--- src/rtl/fifo_arb_pkg.sv ---
// fifo_arb_pkg: shared types and helpers for the FIFO write arbiters
package fifo_arb_pkg;
  typedef enum logic {IDLE, BURST} state_e;
  localparam int DATA_W_DEF = 32;
  function automatic int idx_w(int n);
    return (n > 1) ? $clog2(n) : 1;
  endfunction
endpackage

--- src/rtl/fifo_wr_arbiter_if.sv ---
// fifo_wr_arbiter_if: producer request/grant bus plus the FIFO write-side signals
interface fifo_wr_arbiter_if #(parameter int NUM_REQ = 4, parameter int DATA_W = 32);
  logic [NUM_REQ-1:0] req, req_last, gnt;
  logic [NUM_REQ*DATA_W-1:0] req_data;
  logic fifo_wr, fifo_en, fifo_full, fifo_empty, fifo_rd;
  logic [DATA_W-1:0] fifo_data_in;
  modport master (input req, req_data, req_last, fifo_full, fifo_empty, fifo_rd,
                  output gnt, fifo_wr, fifo_en, fifo_data_in);
  modport slave (output req, req_data, req_last, fifo_full, fifo_empty, fifo_rd,
                 input gnt, fifo_wr, fifo_en, fifo_data_in);
endinterface

--- src/rtl/rr_picker.sv ---
// rr_picker: combinational round-robin search starting just after ptr_i
module rr_picker
  import fifo_arb_pkg::*;
#(
  parameter int N = 4,
  localparam int IW = idx_w(N)
) (
  input  logic [N-1:0]  req_i,
  input  logic [IW-1:0] ptr_i,
  output logic [IW-1:0] idx_o,
  output logic          valid_o
);
  logic [IW-1:0] c;
  // scan farthest to nearest so the closest requester after ptr_i wins
  always_comb begin
    idx_o = '0;
    valid_o = 1'b0;
    c = '0;
    for (int k = N; k >= 1; k--) begin
      c = IW'((int'(ptr_i) + k) % N);
      if (req_i[c]) begin
        idx_o = c;
        valid_o = 1'b1;
      end
    end
  end
endmodule

--- src/rtl/fifo_wr_arbiter.sv ---
// fifo_wr_arbiter: round-robin burst arbiter sharing one FIFO write port, credit-limited
module fifo_wr_arbiter
  import fifo_arb_pkg::*;
#(
  parameter int NUM_REQ = 4,
  parameter int DATA_W = DATA_W_DEF,
  parameter int DEPTH = 8,
  localparam int CNT_W = $clog2(DEPTH + 1),
  localparam int IW = idx_w(NUM_REQ)
) (
  input  logic              clk,
  input  logic              rst_n,
  input  logic              enable_i,
  fifo_wr_arbiter_if.master bus,
  output logic [IW-1:0]     owner_o,
  output logic              busy_o
);
  state_e state_q, state_d;
  logic [IW-1:0] rr_q, rr_d, owner_q, owner_d, win, sel;
  logic [CNT_W-1:0] occ_q, occ_d;
  logic [DATA_W-1:0] data_q;
  logic [DATA_W-1:0] dat [NUM_REQ];
  logic win_v, space, acc, rd_ok, wr_q, en_q;
  for (genvar g = 0; g < NUM_REQ; g++) begin : g_dat
    assign dat[g] = bus.req_data[g*DATA_W +: DATA_W];
  end
  rr_picker #(.N(NUM_REQ)) u_pick (
    .req_i  (bus.req),
    .ptr_i  (rr_q),
    .idx_o  (win),
    .valid_o(win_v)
  );
  // a burst owner keeps the port even when it drops req, so no interleaving
  always_comb begin
    space = enable_i && !bus.fifo_full && (occ_q < CNT_W'(DEPTH));
    sel = (state_q == IDLE) ? win : owner_q;
    acc = rst_n && space && ((state_q == IDLE) ? win_v : bus.req[owner_q]);
    rd_ok = bus.fifo_rd && !bus.fifo_empty && (occ_q != '0);
    state_d = state_q;
    rr_d = rr_q;
    owner_d = owner_q;
    if (acc) begin
      owner_d = sel;
      state_d = bus.req_last[sel] ? IDLE : BURST;
      rr_d = bus.req_last[sel] ? sel : rr_q;
    end
    occ_d = (acc && !rd_ok) ? occ_q + 1'b1 : (rd_ok && !acc) ? occ_q - 1'b1 : occ_q;
  end
  always_ff @(posedge clk or negedge rst_n) begin
    if (!rst_n) begin
      state_q <= IDLE;
      rr_q <= IW'(NUM_REQ - 1);
      owner_q <= '0;
      occ_q <= '0;
      wr_q <= 1'b0;
      en_q <= 1'b0;
      data_q <= '0;
    end else begin
      state_q <= state_d;
      rr_q <= rr_d;
      owner_q <= owner_d;
      occ_q <= occ_d;
      wr_q <= acc;
      en_q <= enable_i;
      data_q <= acc ? dat[sel] : data_q;
    end
  end
  assign bus.gnt = acc ? NUM_REQ'(1) << sel : '0;
  assign bus.fifo_wr = wr_q;
  assign bus.fifo_en = en_q;
  assign bus.fifo_data_in = data_q;
  assign owner_o = owner_q;
  assign busy_o = (state_q == BURST);
endmodule

--- src/flat_wrapper.sv ---
// flat-port wrapper written by rule: the top's interface ports become plain ports
module fifo_wr_arbiter_flat import fifo_arb_pkg::*;
#(
  parameter int NUM_REQ = 4,
  parameter int DATA_W = DATA_W_DEF,
  parameter int DEPTH = 8,
  localparam int CNT_W = $clog2(DEPTH + 1),
  localparam int IW = idx_w(NUM_REQ)
)
  (clk, rst_n, enable_i, owner_o, busy_o, bus_req, bus_req_data, bus_req_last, bus_fifo_full, bus_fifo_empty, bus_fifo_rd, bus_gnt, bus_fifo_wr, bus_fifo_en, bus_fifo_data_in);
  fifo_wr_arbiter_if #(.NUM_REQ(NUM_REQ), .DATA_W(DATA_W)) bus_i ();
  input  logic clk;
  input  logic rst_n;
  input  logic enable_i;
  output logic [IW-1:0] owner_o;
  output logic busy_o;
  input wire logic [$bits(bus_i.req)-1:0] bus_req;
  input wire logic [$bits(bus_i.req_data)-1:0] bus_req_data;
  input wire logic [$bits(bus_i.req_last)-1:0] bus_req_last;
  input wire logic [$bits(bus_i.fifo_full)-1:0] bus_fifo_full;
  input wire logic [$bits(bus_i.fifo_empty)-1:0] bus_fifo_empty;
  input wire logic [$bits(bus_i.fifo_rd)-1:0] bus_fifo_rd;
  output wire logic [$bits(bus_i.gnt)-1:0] bus_gnt;
  output wire logic [$bits(bus_i.fifo_wr)-1:0] bus_fifo_wr;
  output wire logic [$bits(bus_i.fifo_en)-1:0] bus_fifo_en;
  output wire logic [$bits(bus_i.fifo_data_in)-1:0] bus_fifo_data_in;
  assign bus_i.req = bus_req;
  assign bus_i.req_data = bus_req_data;
  assign bus_i.req_last = bus_req_last;
  assign bus_i.fifo_full = bus_fifo_full;
  assign bus_i.fifo_empty = bus_fifo_empty;
  assign bus_i.fifo_rd = bus_fifo_rd;
  assign bus_gnt = bus_i.gnt;
  assign bus_fifo_wr = bus_i.fifo_wr;
  assign bus_fifo_en = bus_i.fifo_en;
  assign bus_fifo_data_in = bus_i.fifo_data_in;
  fifo_wr_arbiter #(.NUM_REQ(NUM_REQ), .DATA_W(DATA_W), .DEPTH(DEPTH)) u_core (.clk(clk), .rst_n(rst_n), .enable_i(enable_i), .bus(bus_i), .owner_o(owner_o), .busy_o(busy_o));
endmodule
--- config.mk ---
export PLATFORM = sky130hd
export DESIGN_NAME = fifo_wr_arbiter_flat
export DESIGN_NICKNAME = d
export VERILOG_FILES = /design/src/rtl/fifo_arb_pkg.sv /design/src/rtl/fifo_wr_arbiter_if.sv /design/src/rtl/rr_picker.sv /design/src/rtl/fifo_wr_arbiter.sv /design/src/flat_wrapper.sv
export SDC_FILE = /design/constraint.sdc
export NUM_CORES = 1
export LEC_CHECK = 0
export BUFFER_PORTS_ARGS = -buffer_cell sky130_fd_sc_hd__buf_2
export CORE_MARGIN = 2
export CORE_UTILIZATION = 42
export DETAILED_ROUTE_END_ITERATION = 16
export HOLD_SLACK_MARGIN = 0.06
export PLACE_DENSITY = 0.87
export SLEW_MARGIN = 10
export SYNTH_ARGS = -nofsm -noshare
export SYNTH_HDL_FRONTEND = slang
export SYNTH_SLANG_ARGS = --single-unit
--- constraint.sdc ---
create_clock -name clk -period 3.95 [get_ports clk]
set_input_delay 0.395 -clock clk [delete_from_list [all_inputs] [get_ports clk]]
set_output_delay 0.395 -clock clk [all_outputs]
set_load 0.02 [all_outputs]
==> flow_summary.html, run 1 <==
<table>
<tr><th>Metric</th><th>Value</th></tr>
<tr><th colspan="2">Status</th></tr>
<tr><td>Status</td><td>finished, final reports clean</td></tr>
<tr><th colspan="2">Floorplan</th></tr>
<tr><td>Die span in x</td><td>84.8 um</td></tr>
<tr><td>Core region area</td><td>about 6300 um^2</td></tr>
<tr><td>Number of standard-cell rows in the floorplan</td><td>29</td></tr>
<tr><td>Number of ports placed on the die boundary</td><td>183</td></tr>
<tr><td>Initial standard-cell utilization of the core</td><td>0.432</td></tr>
<tr><td>DIE HEIGHT</td><td>84.8 um</td></tr>
<tr><td>Die area</td><td>7200 um^2</td></tr>
<tr><th colspan="2">STA</th></tr>
<tr><td>Setup repair after global routing missed its margin</td><td>no</td></tr>
<tr><td>Final number of setup-violating endpoints</td><td>0</td></tr>
<tr><td>Worst Max-Slew Pin Slew</td><td>0.702 ns</td></tr>
<tr><td>Maximum achievable frequency</td><td>348 MHz</td></tr>
<tr><td>Worst relative slew slack</td><td>0.532</td></tr>
<tr><td>Max-slew violations</td><td>0</td></tr>
<tr><td>Minimum clock period</td><td>2.87 ns</td></tr>
<tr><td>Count of endpoints failing hold in the final timing report</td><td>0</td></tr>
<tr><td>Largest clock skew in the final design</td><td>0.00773 ns</td></tr>
<tr><td>Period utilisation layout</td><td>0.727</td></tr>
<tr><td>Total Negative Setup Slacks</td><td>0 ns</td></tr>
<tr><th colspan="2">Final layout</th></tr>
<tr><td>Area added between synthesis and finish</td><td>38.3%</td></tr>
<tr><td>Share of layout cells above drive strength 1</td><td>0.711</td></tr>
<tr><td>Net total in the final layout</td><td>515</td></tr>
<tr><td>Storage cell area</td><td>1080 um^2</td></tr>
<tr><td>Count of filler cells inserted in the layout</td><td>545</td></tr>
<tr><td>Final cell count without fillers</td><td>around 450</td></tr>
<tr><td>Antenna cell count</td><td>0</td></tr>
<tr><td>Area of the multi-input gates</td><td>1580 um^2</td></tr>
<tr><th colspan="2">GRT</th></tr>
<tr><td>Largest net degree at the start of global routing</td><td>44</td></tr>
<tr><td>Number of antenna violations at the first check in global routing</td><td>0</td></tr>
<tr><td>Global-route usage over all layers</td><td>0.208</td></tr>
<tr><td>First-pass GRT wire length</td><td>roughly 12 mm</td></tr>
<tr><td>Gr ovfl total</td><td>0</td></tr>
<tr><td>Number of global-route vias before repair</td><td>~2600</td></tr>
<tr><th colspan="2">Critical path</th></tr>
<tr><td>Crit path DAT</td><td>roughly 2.5 ns</td></tr>
<tr><td>Startpoint-to-endpoint class of the critical path</td><td>flop to output pin</td></tr>
<tr><td>Crit path cell chain</td><td>nor4bb_1 &gt; o21ai_0 &gt; nor2_4 &gt; buf_4 &gt; nand2_1 &gt; nor2_1 &gt; buf_2</td></tr>
<tr><td>Crit path capture type</td><td>output pin</td></tr>
<tr><td>WP data required</td><td>3.56 ns</td></tr>
<tr><td>Cell with the largest stage delay on the worst path</td><td>nor4bb_1</td></tr>
<tr><td>Crit Path Max Fanout</td><td>42</td></tr>
<tr><td>Worst Setup Start Kind</td><td>flop</td></tr>
<tr><td>Maximum cell stage delay along the critical path</td><td>0.45 ns</td></tr>
<tr><td>Worst R2R Setup Slack</td><td>approximately 1.2 ns</td></tr>
<tr><th colspan="2">Clock network</th></tr>
<tr><td>Post-CTS setup buffer count</td><td>0</td></tr>
<tr><td>Clock-pin slew on the worst setup and hold paths</td><td>0.08 ns</td></tr>
<tr><td>Number of buffers between clock root and the deepest sink</td><td>2</td></tr>
<tr><td>Clock Root Buffer</td><td>clkbuf_8</td></tr>
<tr><td>Quantity of gates resized following cts</td><td>0</td></tr>
<tr><td>CTS HTree Levels</td><td>2</td></tr>
<tr><td>Sink count of the clock tree</td><td>43</td></tr>
<tr><td>Number of buffers added by the clock tree synthesis step</td><td>5</td></tr>
<tr><td>Number of hold-repair buffers added at the cts stage</td><td>0</td></tr>
<tr><td>TritonCTS clock tree</td><td>built</td></tr>
<tr><td>Later-pin clock latency in the skew report</td><td>0.29 ns</td></tr>
<tr><th colspan="2">Yosys</th></tr>
<tr><td>Adder-cell share of the synthesized area</td><td>0.0210</td></tr>
<tr><td>#FFs+latches synth</td><td>43</td></tr>
<tr><td>Area fraction in compound gates after synthesis</td><td>0.0684</td></tr>
<tr><td>Main combinational cell family by area after synthesis</td><td>multiplexers</td></tr>
<tr><td>Number of instances in the synthesized netlist</td><td>188</td></tr>
<tr><td>Synth area leaders</td><td>dfrtp_1 37%, mux4_2 27%, mux2_2 14%, dfstp_2 1.9%, buf_6 1.6%</td></tr>
<tr><td>Share of cell area taken by muxes after synthesis</td><td>0.418</td></tr>
<tr><td>Sequential element share of the synthesized area</td><td>0.393</td></tr>
<tr><td>Number of enable-type register cells in the synthesized netlist</td><td>0</td></tr>
<tr><td>Share of synthesized flip-flops with an asynchronous set or reset</td><td>1.00</td></tr>
<tr><td>Post-synthesis instance area</td><td>2750 um^2</td></tr>
<tr><td>Fraction of synthesized cell area taken by the top area cell type</td><td>0.374</td></tr>
<tr><td>Post-synthesis xor/xnor area fraction</td><td>0.0128</td></tr>
<tr><td>Count of different cell masters after synthesis</td><td>38</td></tr>
<tr><td>Post-synthesis simple-gate area fraction</td><td>0.0497</td></tr>
<tr><td>Post-synthesis net count</td><td>334</td></tr>
<tr><td>Post-synthesis average cell area</td><td>14.6 um^2</td></tr>
<tr><td>Count of synthesis-stage warnings from yosys</td><td>0</td></tr>
<tr><td>Cell taking the most area after synthesis</td><td>dfrtp_1</td></tr>
<tr><td>Dominant register cell in the synthesized netlist</td><td>dfrtp_1</td></tr>
<tr><th colspan="2">Run</th></tr>
<tr><td>Reported max-cap violation count</td><td>0</td></tr>
<tr><th colspan="2">Placed design</th></tr>
<tr><td>Post-Place Cells</td><td>439</td></tr>
<tr><td>Count of input and output buffers</td><td>182</td></tr>
<tr><td>Global placer's final weighted congestion</td><td>0.793</td></tr>
<tr><td>Detailed placement HPWL</td><td>5.80 mm</td></tr>
<tr><th colspan="2">Route</th></tr>
<tr><td>Iteration-0 DRC Markers</td><td>57</td></tr>
<tr><td>Detail Route Antenna Nets</td><td>0</td></tr>
<tr><td>Routed via count divided by cell count</td><td>5.43</td></tr>
<tr><td>Wirelength per Cell</td><td>about 16 um</td></tr>
<tr><td>Overall routed net length</td><td>7.29 mm</td></tr>
<tr><td>DRC violations left</td><td>0</td></tr>
<tr><td>First drt pass iteration count</td><td>4</td></tr>
<tr><td>Via count</td><td>2426</td></tr>
<tr><th colspan="2">Power</th></tr>
<tr><td>Portion of total power attributed to the clock network</td><td>0.100</td></tr>
<tr><td>Peak ir drop on the vdd network</td><td>between 0.3 and 0.4 mV</td></tr>
<tr><td>Net switching power of the design</td><td>1070 uW</td></tr>
<tr><td>Seq pwr share</td><td>0.296</td></tr>
<tr><td>Combinational fraction of design power</td><td>0.604</td></tr>
<tr><td>Switching part of the total</td><td>0.403</td></tr>
<tr><td>Leakage</td><td>approximately 0.0018 uW</td></tr>
<tr><td>Total power density per cell area</td><td>702 nW/um^2</td></tr>
<tr><td>Design internal power</td><td>1590 uW</td></tr>
<tr><th colspan="2">Worst hold path</th></tr>
<tr><td>Hold/Removal Path Class</td><td>primary input to flop</td></tr>
</table>
-- cell families after synthesis --
family	count (synthesis)
AOI/OAI and AO/OA	25
xor gates and xnor gates	4
adders and majority gates	4
buffers and inverters	17
DFF	43
muxes	69
and+or+nand+nor	26
-- placed cells by master, fill, tap and decap left out, drive strengths merged, types with 6 or more instances in the layout --
cell    count
mux2       34
nor2        8
mux4       33
clkbuf      8
buf       186
nand2       6
o21ai       7
dfrtp      41
a21oi       6
-- routing by layer --
layer	wire length, um	GRT usage	vias up
li1	-	-	1102
met1	2640	0.220	1211
met2	4100	0.417	111
met3	528	0.0477	2
met4	25	0.0404	0
met5	0	0	-
-- Yosys cell counts, types with 3 or more instances --
master and instances:
nor2_1 8, ha_1 3, mux2_2 33, a21oi_1 6, mux4_2 33, dfrtp_1 41
nand2_1 6, o21ai_0 6, inv_1 5, buf_6 4, xnor2_1 3, clkbuf_1 4
nand2b_1 5
-- path summary, 6_finish.rpt --
check / from / endpoint / cells after the start
max in group asynchronous: rst_n / u_core.rr_q[0] / 2
min in group asynchronous: rst_n / u_core.bus.fifo_data_in[2] / 2
setup / recovery: u_core.occ_q[3] / bus_gnt[1] / 7
hold / removal: enable_i / u_core.bus.fifo_en / 1
setup reg to reg: u_core.rr_q[0] / u_core.bus.fifo_data_in[21] / 6
hold reg to reg: u_core.bus.fifo_data_in[10] / u_core.bus.fifo_data_in[10] / 1
-- sequential cells by signal, indices dropped and copies added, names as in the netlist --
name / count
u_core.bus.fifo_data_in: 32
u_core.bus.fifo_en: 1
u_core.bus.fifo_wr: 1
u_core.busy_o: 1
u_core.occ_q: 4
u_core.owner_o: 2
u_core.rr_q: 2
-- cell type report --
type                    instances  share of cell area
flip-flops and latches         43               0.284
multi-input cells             128               0.417
inverters                       5             0.00494
repair buffers                186               0.248
well taps                      77              0.0254
clock buffers                   8              0.0211
-- worst max-delay path: cells and delay by family (launching register included) --
family / cells / cell delay (ns)
and+or+nand+nor: 4 / 0.88
buffers and inverters: 2 / 0.63
DFF: 1 / 0.41
AOI/OAI and AO/OA: 1 / 0.27
-- through the flow --
| step | hold WS (ns) | cell area [um^2] | worst slack (ns) | power, uW | util |
|---|---|---|---|---|---|
| 4_1_cts | 0.218 | 3800 | 1.03 | 2710 | 0.598 |
| 3_3_place_gp | 0.484 | 3720 | 1.18 | 2370 | 0.585 |
| 5_1_grt | 0.215 | 3800 | 0.832 | 2870 | 0.598 |
| 6_report | 0.228 | 3800 | 1.08 | 2670 | 0.598 |
| 3_5_place_dp | 0.491 | 3720 | 1.09 | 2440 | 0.585 |
| 2_1_floorplan | 0.0994 | 2750 | 1.17 | 2020 | - |
-- power groups by stage --
stage	registers (uW)	logic [uW]	clock network, uW
after floorplan	1010	1020	0
after CTS	793	1640	277
after global routing	824	1740	298
after global placement	785	1580	0
final	790	1610	267
after detailed placement	802	1640	0
(Power assumes the default switching activity.)
==> run 2: changes to the inputs <==
- clock period: 3.95 -> 2.68 ns (I/O delays scaled with it)
==> run 2 against run 1 <==
Net effect:
- setup slack got worse by 0.97 ns
- register-to-register slack worse by 1.1 ns
- largest cell class unchanged
- via count is 0.99% higher
- critical endpoint is now u_core.occ_q[3]
- critical path depth up 4
- sequential power increased by 47%
- global-route usage is 0.54 points higher
==> flow_summary.html, run 2 (synthesized netlist as in run 1, its figures left out) <==
<table>
<tr><th>Metric</th><th>Value</th></tr>
<tr><th colspan="2">STA</th></tr>
<tr><td>PnR worst setup slack</td><td>0.106 ns (-0.971 ns)</td></tr>
<tr><td>Minimum clock period</td><td>2.57 ns</td></tr>
<tr><td>Period utilisation layout</td><td>0.960</td></tr>
<tr><td>Count of endpoints failing hold in the final timing report</td><td>0 (unchanged)</td></tr>
<tr><td>Worst Max-Slew Pin Slew</td><td>0.570 ns (-0.131 ns)</td></tr>
<tr><td>Worst relative slew slack</td><td>0.620 (+0.0877)</td></tr>
<tr><td>Max-slew violations</td><td>0 (unchanged)</td></tr>
<tr><td>Largest clock skew in the final design</td><td>0.00660 ns (-0.00113 ns)</td></tr>
<tr><td>Final number of setup-violating endpoints</td><td>0 (unchanged)</td></tr>
<tr><td>Maximum achievable frequency</td><td>389 MHz</td></tr>
<tr><th colspan="2">Power</th></tr>
<tr><td>Switching part of the total</td><td>0.387 (-0.0153)</td></tr>
<tr><td>Total power density per cell area</td><td>1090 nW/um^2 (+55%)</td></tr>
<tr><td>Leakage</td><td>0.00188 uW (+3.5%)</td></tr>
<tr><td>Peak ir drop on the vdd network</td><td>0.655 mV (+89%)</td></tr>
<tr><td>Design internal power</td><td>2610 uW (+64%)</td></tr>
<tr><td>Combinational fraction of design power</td><td>0.588 (-0.016)</td></tr>
<tr><td>Net switching power of the design</td><td>1650 uW (+54%)</td></tr>
<tr><td>Portion of total power attributed to the clock network</td><td>0.139 (+0.039)</td></tr>
<tr><td>Seq pwr share</td><td>0.273 (-0.023)</td></tr>
<tr><th colspan="2">Critical path</th></tr>
<tr><td>Crit path to</td><td>u_core.occ_q[3]</td></tr>
<tr><td>Worst reg-to-reg path cell count</td><td>11 (+5)</td></tr>
<tr><td>Launch instance of the worst register-to-register path</td><td>u_core.owner_o[1]</td></tr>
<tr><td>WP data required</td><td>2.86 ns (-0.70 ns)</td></tr>
<tr><td>Startpoint-to-endpoint class of the critical path</td><td>flop to flop</td></tr>
<tr><td>Crit path DAT</td><td>2.75 ns (+0.27 ns)</td></tr>
<tr><td>Launching element of the worst setup path</td><td>u_core.owner_o[1]</td></tr>
<tr><td>End of the worst register-to-register path</td><td>u_core.occ_q[3]</td></tr>
<tr><td>Crit Path Max Fanout</td><td>4 (-90%)</td></tr>
<tr><td>Crit path cell chain</td><td>mux4_2 &gt; nor2_4 &gt; nor2_4 &gt; ha_1 &gt; inv_1 &gt; ha_1 &gt; a21o_1 &gt; a21oi_1 &gt; xnor2_1 &gt; nor2_1 &gt; xor2_1</td></tr>
<tr><td>Worst Setup Start Kind</td><td>flop</td></tr>
<tr><td>Cell with the largest stage delay on the worst path</td><td>mux4_2</td></tr>
<tr><td>Crit path capture type</td><td>flop</td></tr>
<tr><td>Worst R2R Setup Slack</td><td>0.11 ns (-1.12 ns)</td></tr>
<tr><td>Maximum cell stage delay along the critical path</td><td>0.56 ns (+0.11 ns)</td></tr>
<tr><th colspan="2">Worst hold path</th></tr>
<tr><td>Hold/Removal Path Class</td><td>primary input to flop</td></tr>
<tr><th colspan="2">Route</th></tr>
<tr><td>DRC violations left</td><td>0 (unchanged)</td></tr>
<tr><td>Via count</td><td>2450 (+0.99%)</td></tr>
<tr><td>Overall routed net length</td><td>7.51 mm (+2.9%)</td></tr>
<tr><td>First drt pass iteration count</td><td>4 (unchanged)</td></tr>
<tr><td>Iteration-0 DRC Markers</td><td>93 (+63%)</td></tr>
<tr><td>Detail Route Antenna Nets</td><td>0 (unchanged)</td></tr>
<tr><td>Routed via count divided by cell count</td><td>5.42 (-0.13%)</td></tr>
<tr><td>Wirelength per Cell</td><td>16.6 um (+1.8%)</td></tr>
<tr><th colspan="2">Placed design</th></tr>
<tr><td>Area after detailed placement</td><td>3760 um^2 (+1.2%)</td></tr>
<tr><td>Global placer's final weighted congestion</td><td>0.823 (+3.8%)</td></tr>
<tr><td>Count of input and output buffers</td><td>182 (unchanged)</td></tr>
<tr><td>Detailed placement HPWL</td><td>5.85 mm (+0.84%)</td></tr>
<tr><td>Worst Setup Slack post-DPL</td><td>-0.00104 ns (-1.09 ns)</td></tr>
<tr><th colspan="2">Clock network</th></tr>
<tr><td>Number of buffers between clock root and the deepest sink</td><td>2 (unchanged)</td></tr>
<tr><td>CTS HTree Levels</td><td>2 (unchanged)</td></tr>
<tr><td>Number of buffers added by the clock tree synthesis step</td><td>5 (unchanged)</td></tr>
<tr><td>Sink count of the clock tree</td><td>43 (unchanged)</td></tr>
<tr><td>Clock Root Buffer</td><td>clkbuf_8</td></tr>
<tr><td>Later-pin clock latency in the skew report</td><td>0.29 ns (about the same)</td></tr>
<tr><td>Number of hold-repair buffers added at the cts stage</td><td>0 (unchanged)</td></tr>
<tr><td>TritonCTS clock tree</td><td>built</td></tr>
<tr><td>Clock-pin slew on the worst setup and hold paths</td><td>0.08 ns (about the same)</td></tr>
<tr><th colspan="2">GRT</th></tr>
<tr><td>First-pass GRT wire length</td><td>12.1 mm (+1.3%)</td></tr>
<tr><td>Number of antenna violations at the first check in global routing</td><td>0 (unchanged)</td></tr>
<tr><td>Gr ovfl total</td><td>0 (unchanged)</td></tr>
<tr><td>Global-route usage over all layers</td><td>0.213 (+0.00540)</td></tr>
<tr><td>Number of global-route vias before repair</td><td>2630 (-0.19%)</td></tr>
<tr><td>Largest net degree at the start of global routing</td><td>44 (unchanged)</td></tr>
<tr><th colspan="2">Final layout</th></tr>
<tr><td>Max reg flops</td><td>32 (unchanged)</td></tr>
<tr><td>Area added between synthesis and finish</td><td>43.0%</td></tr>
<tr><td>Most frequent standard cell in the layout excluding fill and tap cells</td><td>buf_2</td></tr>
<tr><td>Count of filler cells inserted in the layout</td><td>500 (-8.3%)</td></tr>
<tr><td>Share of the core filled with cells in the final layout</td><td>0.618 (+0.0205)</td></tr>
<tr><td>Antenna cell count</td><td>0 (unchanged)</td></tr>
<tr><td>Net total in the final layout</td><td>520 (+0.97%)</td></tr>
<tr><td>Top library cells by usage in the layout, fill and taps aside</td><td>182 x buf_2, 40 x dfrtp_1, 33 x mux4_2, 33 x mux2_2, 7 x buf_4</td></tr>
<tr><td>Share of layout cells above drive strength 1</td><td>0.728 (+0.0172)</td></tr>
<tr><td>Final instance area</td><td>3930 um^2 (+3.4%)</td></tr>
<tr><th colspan="2">Floorplan</th></tr>
<tr><td>Core region area</td><td>6350 um^2 (unchanged)</td></tr>
<tr><td>Die span in x</td><td>84.8 um (unchanged)</td></tr>
<tr><td>Number of ports placed on the die boundary</td><td>183 (unchanged)</td></tr>
<tr><td>Initial standard-cell utilization of the core</td><td>0.432 (unchanged)</td></tr>
<tr><td>Number of standard-cell rows in the floorplan</td><td>29 (unchanged)</td></tr>
<tr><td>Die area</td><td>7200 um^2 (unchanged)</td></tr>
<tr><td>DIE HEIGHT</td><td>84.8 um (unchanged)</td></tr>
<tr><th colspan="2">Status</th></tr>
<tr><td>Status</td><td>finished, final reports clean</td></tr>
<tr><th colspan="2">Run</th></tr>
<tr><td>Reported max-cap violation count</td><td>0 (unchanged)</td></tr>
</table>
run 2: cell count changes in the layout (fill, tap and decap cells not counted), sizes merged:
cell	previous run	this run
clkbuf	8	6
buf	186	191
bufinv	0	2
run 2: final cells by class:
type,count,area [um^2],share of cell area
timing repair buffer,191,995,0.253
multi-input combinational,128,1600,0.409
inverter,5,18.8,0.00478
clock buffer,6,72.6,0.0185
tap,77,96.3,0.0245
clock inverter,2,60.1,0.0153
sequential,43,1080,0.275
run 2: repair_timing:
| action | 4_1_cts | 5_1_grt |
|---|---|---|
| cloned | 0 | 0 |
| endpoints found under the setup margin | 3 | 5 |
| setup buffers | 0 | 1 |
| gates resized for setup | 1 | 4 |
run 2: per-stage QoR:
| stage | std cells | TNS (ns) | hold WS [ns] | total power, uW |
|---|---|---|---|---|
| 3_5_place_dp | 443 | -0.00104 | 0.389 | 3670 |
| 4_1_cts | 451 | 0 | 0.0730 | 4280 |
| 2_1_floorplan | 188 | 0 | -0.0276 | 2980 |
| 5_1_grt | 452 | -0.0186 | 0.0762 | 4560 |
| 3_3_place_gp | 443 | 0 | 0.389 | 3570 |
| 6_report | 452 | 0 | 0.0906 | 4260 |
run 2: critical path, delay by kind of cell (launching register included):
family | cells | cell delay [ns]
AO/OA/AOI/OAI | 2 | 0.33
XOR/XNOR | 2 | 0.28
adder cells (fa/ha/maj) | 2 | 0.47
buffers and inverters | 1 | 0.12
flip-flops | 1 | 0.41
multiplexers | 1 | 0.56
AND/OR/NAND/NOR | 3 | 0.28
run 2: routing by layer:
layer	global-route usage	wire, um	vias up
met4	0.0447	54	0
li1	-	-	1110
met2	0.431	4300	130
met5	0	0	-
met1	0.225	2490	1205
met3	0.0428	659	5
run 2: power by group through the flow:
stage | clock [uW] | combinational, uW | sequential, uW
after detailed placement | 0 | 2490 | 1180
after floorplan | 0 | 1500 | 1490
after CTS | 609 | 2500 | 1170
after global placement | 0 | 2410 | 1160
after global routing | 640 | 2710 | 1210
final | 591 | 2510 | 1160
run 2: worst min path at each step:
| stage | startpoint | end | slack (ns) | depth (start not counted) |
|---|---|---|---|---|
| after CTS | enable_i | u_core.bus.fifo_en | 0.07 | 1 |
| after detailed placement | enable_i | u_core.bus.fifo_en | 0.39 | 1 |
| after floorplan | rst_n | u_core.bus.fifo_data_in[0] | -0.03 | 0 |
| final | enable_i | u_core.bus.fifo_en | 0.09 | 1 |
| after global placement | enable_i | u_core.bus.fifo_en | 0.39 | 1 |
| after global routing | enable_i | u_core.bus.fifo_en | 0.08 | 1 |
==> run 3: changes to the inputs <==
- ABC_AREA: not set -> 1
- CORE_UTILIZATION: 42 -> 45
- PLACE_DENSITY: 0.87 -> 0.88
==> run 3 against run 2 <==
Net effect:
- the flow now finishes with violations (negative setup slack)
- fmax is 6.6% lower
- cell count grew 70%
- core utilization up 3.5 points
- power rose by 24%
- setup slack got worse by 0.18 ns
- clock skew increased by 0.0034 ns
- global-route usage grew 4.2 points
- combinational power grew 43%
- first-iteration DRC count increased by 120%
- critical path type unchanged
- critical endpoint unchanged
- largest cell class unchanged
==> flow_summary.html, run 3 <==
<table>
<tr><th>Metric</th><th>Value</th></tr>
<tr><th colspan="2">Status</th></tr>
<tr><td>Status</td><td>complete, but fails checks</td></tr>
<tr><td>Violated checks</td><td>negative setup slack</td></tr>
<tr><th colspan="2">Floorplan</th></tr>
<tr><td>Core region area</td><td>7140 um^2 (+12%)</td></tr>
<tr><td>Number of standard-cell rows in the floorplan</td><td>31 (+6.9%)</td></tr>
<tr><td>Number of ports placed on the die boundary</td><td>183 (unchanged)</td></tr>
<tr><td>Die area</td><td>7980 um^2 (+11%)</td></tr>
<tr><td>Initial standard-cell utilization of the core</td><td>0.459 (+0.0270)</td></tr>
<tr><td>DIE HEIGHT</td><td>89.4 um (+5.3%)</td></tr>
<tr><td>Die span in x</td><td>89.4 um (+5.3%)</td></tr>
<tr><th colspan="2">Route</th></tr>
<tr><td>Overall routed net length</td><td>11.1 mm (+48%)</td></tr>
<tr><td>Wirelength per Cell</td><td>14.4 um (-13%)</td></tr>
<tr><td>First drt pass iteration count</td><td>5 (+1)</td></tr>
<tr><td>Routed via count divided by cell count</td><td>5.15 (-4.9%)</td></tr>
<tr><td>DRC violations left</td><td>0 (unchanged)</td></tr>
<tr><td>Iteration-0 DRC Markers</td><td>200 (+120%)</td></tr>
<tr><td>Via count</td><td>3962 (+62%)</td></tr>
<tr><td>Detail Route Antenna Nets</td><td>0 (unchanged)</td></tr>
<tr><th colspan="2">Yosys</th></tr>
<tr><td>#FFs+latches synth</td><td>43 (unchanged)</td></tr>
<tr><td>Count of different cell masters after synthesis</td><td>36 (-5.3%)</td></tr>
<tr><td>Fraction of synthesized cell area taken by the top area cell type</td><td>0.313 (-0.0608)</td></tr>
<tr><td>Dominant register cell in the synthesized netlist</td><td>dfrtp_1</td></tr>
<tr><td>Sequential element share of the synthesized area</td><td>0.329 (-0.0639)</td></tr>
<tr><td>Post-synthesis net count</td><td>618 (+85%)</td></tr>
<tr><td>Number of instances in the synthesized netlist</td><td>472 (+150%)</td></tr>
<tr><td>Post-synthesis average cell area</td><td>6.95 um^2 (-52%)</td></tr>
<tr><td>Synth top cells by count</td><td>176 x nand2_1, 51 x inv_1, 41 x dfrtp_1, 38 x nand3_1, 36 x o211ai_1</td></tr>
<tr><td>Leading cell type by number of instances after synthesis</td><td>nand2_1</td></tr>
<tr><td>Share of synthesized flip-flops with an asynchronous set or reset</td><td>1.00 (unchanged)</td></tr>
<tr><td>Count of synthesis-stage warnings from yosys</td><td>0 (unchanged)</td></tr>
<tr><td>Number of enable-type register cells in the synthesized netlist</td><td>0 (unchanged)</td></tr>
<tr><td>Post-synthesis instance area</td><td>3280 um^2 (+19%)</td></tr>
<tr><td>Synth area leaders</td><td>dfrtp_1 31%, nand2_1 20%, o211ai_1 8.2%, inv_1 5.8%, nand3_1 5.8%</td></tr>
<tr><td>Cell taking the most area after synthesis</td><td>dfrtp_1</td></tr>
<tr><th colspan="2">Final layout</th></tr>
<tr><td>Area added between synthesis and finish</td><td>42.3%</td></tr>
<tr><td>Antenna cell count</td><td>0 (unchanged)</td></tr>
<tr><td>Share of the core filled with cells in the final layout</td><td>0.654 (+0.0354)</td></tr>
<tr><td>Most frequent standard cell in the layout excluding fill and tap cells</td><td>buf_2</td></tr>
<tr><td>Final instance area</td><td>4670 um^2 (+19%)</td></tr>
<tr><td>Share of layout cells above drive strength 1</td><td>0.393 (-0.335)</td></tr>
<tr><td>Net total in the final layout</td><td>815 (+57%)</td></tr>
<tr><td>Max reg flops</td><td>32 (unchanged)</td></tr>
<tr><td>Count of filler cells inserted in the layout</td><td>654 (+31%)</td></tr>
<tr><td>Top library cells by usage in the layout, fill and taps aside</td><td>179 x buf_2, 164 x nand2_1, 50 x inv_1</td></tr>
<tr><th colspan="2">Critical path</th></tr>
<tr><td>End of the worst register-to-register path</td><td>u_core.occ_q[3]</td></tr>
<tr><td>Worst R2R Setup Slack</td><td>-0.08 ns (-0.18 ns)</td></tr>
<tr><td>Startpoint-to-endpoint class of the critical path</td><td>flop to flop</td></tr>
<tr><td>WP data required</td><td>2.88 ns (+0.02 ns)</td></tr>
<tr><td>Crit path capture type</td><td>flop</td></tr>
<tr><td>Worst reg-to-reg path cell count</td><td>17 (+6)</td></tr>
<tr><td>Worst Setup Start Kind</td><td>flop</td></tr>
<tr><td>Crit path DAT</td><td>2.96 ns (+0.21 ns)</td></tr>
<tr><td>Crit Path Max Fanout</td><td>8 (+4)</td></tr>
<tr><td>Launch instance of the worst register-to-register path</td><td>u_core.rr_q[0]</td></tr>
<tr><th colspan="2">GRT</th></tr>
<tr><td>Number of global-route vias before repair</td><td>3483 (+32%)</td></tr>
<tr><td>Gr ovfl total</td><td>0 (unchanged)</td></tr>
<tr><td>Global-route usage over all layers</td><td>0.255 (+0.0415)</td></tr>
<tr><td>Number of antenna violations at the first check in global routing</td><td>0 (unchanged)</td></tr>
<tr><td>Largest net degree at the start of global routing</td><td>44 (unchanged)</td></tr>
<tr><td>First-pass GRT wire length</td><td>15.8 mm (+31%)</td></tr>
<tr><th colspan="2">STA</th></tr>
<tr><td>Minimum clock period</td><td>2.76 ns (+0.182 ns)</td></tr>
<tr><td>Setup repair after global routing missed its margin</td><td>yes</td></tr>
<tr><td>Worst Max-Slew Pin Slew</td><td>0.552 ns (-0.0185 ns)</td></tr>
<tr><td>Final number of setup-violating endpoints</td><td>3 (+3)</td></tr>
<tr><td>Largest clock skew in the final design</td><td>0.00996 ns (+0.00336 ns)</td></tr>
<tr><td>Max-slew violations</td><td>0 (unchanged)</td></tr>
<tr><td>Worst relative slew slack</td><td>0.632 (+0.0124)</td></tr>
<tr><td>PnR worst setup slack</td><td>-0.0758 ns (-0.182 ns)</td></tr>
<tr><td>Maximum achievable frequency</td><td>363 MHz (-6.6%)</td></tr>
<tr><td>Total Negative Setup Slacks</td><td>-0.104 ns (-0.104 ns)</td></tr>
<tr><td>Period utilisation layout</td><td>1.03 (+0.0679)</td></tr>
<tr><td>Count of endpoints failing hold in the final timing report</td><td>0 (unchanged)</td></tr>
<tr><th colspan="2">Power</th></tr>
<tr><td>Total power density per cell area</td><td>1130 nW/um^2 (+4.0%)</td></tr>
<tr><td>Leakage</td><td>0.00264 uW (+41%)</td></tr>
<tr><td>Peak ir drop on the vdd network</td><td>0.564 mV (-14%)</td></tr>
<tr><th colspan="2">Placed design</th></tr>
<tr><td>Area after detailed placement</td><td>4210 um^2 (+12%)</td></tr>
<tr><td>Global placer's final weighted congestion</td><td>0.889 (+8.1%)</td></tr>
<tr><td>Count of input and output buffers</td><td>182 (unchanged)</td></tr>
<tr><td>Worst Setup Slack post-DPL</td><td>-0.162 ns (-0.161 ns)</td></tr>
<tr><td>Detailed placement HPWL</td><td>7.77 mm (+33%)</td></tr>
<tr><th colspan="2">Clock network</th></tr>
<tr><td>CTS HTree Levels</td><td>2 (unchanged)</td></tr>
<tr><td>Later-pin clock latency in the skew report</td><td>0.30 ns (about the same)</td></tr>
<tr><td>Clock-pin slew on the worst setup and hold paths</td><td>0.09 ns (about the same)</td></tr>
<tr><td>Sink count of the clock tree</td><td>43 (unchanged)</td></tr>
<tr><td>TritonCTS clock tree</td><td>built</td></tr>
<tr><td>Number of buffers between clock root and the deepest sink</td><td>2 (unchanged)</td></tr>
<tr><td>Clock Root Buffer</td><td>clkbuf_8</td></tr>
<tr><td>Number of buffers added by the clock tree synthesis step</td><td>5 (unchanged)</td></tr>
<tr><th colspan="2">Run</th></tr>
<tr><td>Reported max-cap violation count</td><td>0 (unchanged)</td></tr>
<tr><th colspan="2">Worst hold path</th></tr>
<tr><td>Hold/Removal Path Class</td><td>primary input to async pin</td></tr>
</table>
## run 3: changes by cell type after synthesis, sizes merged, moves of 4 or more
cell | before | now
mux4 | 33 | 0
nand2 | 6 | 179
inv | 5 | 57
clkbuf | 4 | 0
mux2 | 34 | 1
nand3 | 0 | 42
o211ai | 0 | 36
buf | 8 | 24
o21ai | 7 | 22
nand2b | 5 | 0
or2 | 1 | 36
## run 3: layer usage
metal | share of wire | vias up | GRT usage
met5 | 0 | - | 0
met2 | 0.52 | 181 | 0.450
met1 | 0.38 | 1833 | 0.305
li1 | - | 1900 | -
met3 | 0.063 | 48 | 0.0600
met4 | 0.033 | 0 | 0.0828
## run 3: worst max-delay path: stages (launching register included)
cell and delay, ns:
dfstp_2 0.66, buf_6 0.15, buf_4 0.10, nand2_2 0.04
o21ai_1 0.12, nor2_2 0.07, nand3_1 0.10, o21ai_2 0.09
nor2_4 0.19, ha_4 0.17, inv_4 0.04, ha_4 0.20
a21o_1 0.16, a21oi_2 0.16, nor2_1 0.06, nor2_1 0.12
nand2_1 0.08, xnor2_1 0.12
## run 3: worst max path at each step
stage	startpoint	endpoint	slack, ns	cells after the start
after floorplan	u_core.rr_q[0]	u_core.occ_q[3]	0.02	16
after global placement	u_core.rr_q[0]	u_core.occ_q[3]	0.07	18
after detailed placement	u_core.rr_q[0]	u_core.occ_q[3]	-0.16	18
after CTS	u_core.rr_q[0]	u_core.occ_q[3]	-0.01	18
after global routing	u_core.rr_q[0]	bus_gnt[2]	-0.17	14
final	u_core.rr_q[0]	u_core.occ_q[3]	-0.08	17
## run 3: power breakdown
group / total [uW] / leakage [uW] / internal (uW) / switching (uW)
Sequential: 1150 / 0.000531 / 937 / 217
Clock: 533 / 0.0000612 / 302 / 232
Combinational: 3580 / 0.00205 / 1350 / 2230
## run 3: final cells by class
type,instances,area (um^2),share of cell area
multi-input combinational,348,1880,0.403
timing repair buffer,214,1220,0.263
sequential,43,1080,0.231
inverter,57,241,0.0518
tap,99,124,0.0265
clock buffer,6,82.6,0.0177
clock inverter,2,35.0,0.00751
## run 3: repair_timing
item	in CTS	in global routing
hold endpoints to repair	0	0
setup endpoints to repair	5	14
hold buffers	0	0
setup buffers	4	18
pin swaps	2	18
cloned	0	1
gates resized for setup	5	36
## run 3: logic make-up (layout without fill, tap and decap cells)
group | after synthesis | count (layout) | synth area share
compound gates | 65 | 65 | 0.129
fa+ha+maj | 4 | 4 | 0.0176
simple gates | 275 | 275 | 0.392
mux | 1 | 1 | 0.00343
xor+xnor | 3 | 3 | 0.00802
flops | 43 | 43 | 0.329
buf+inv | 81 | 279 | 0.122
## run 3: metrics by stage
stage | power (uW) | std cells | hold slack [ns]
finish | 5270 | 769 | 0.0760
CTS | 4830 | 750 | 0.0911
floorplan | 3500 | 472 | -0.0276
global placement | 4100 | 738 | 0.409
detailed placement | 4230 | 738 | 0.409
global route | 5670 | 769 | 0.0850
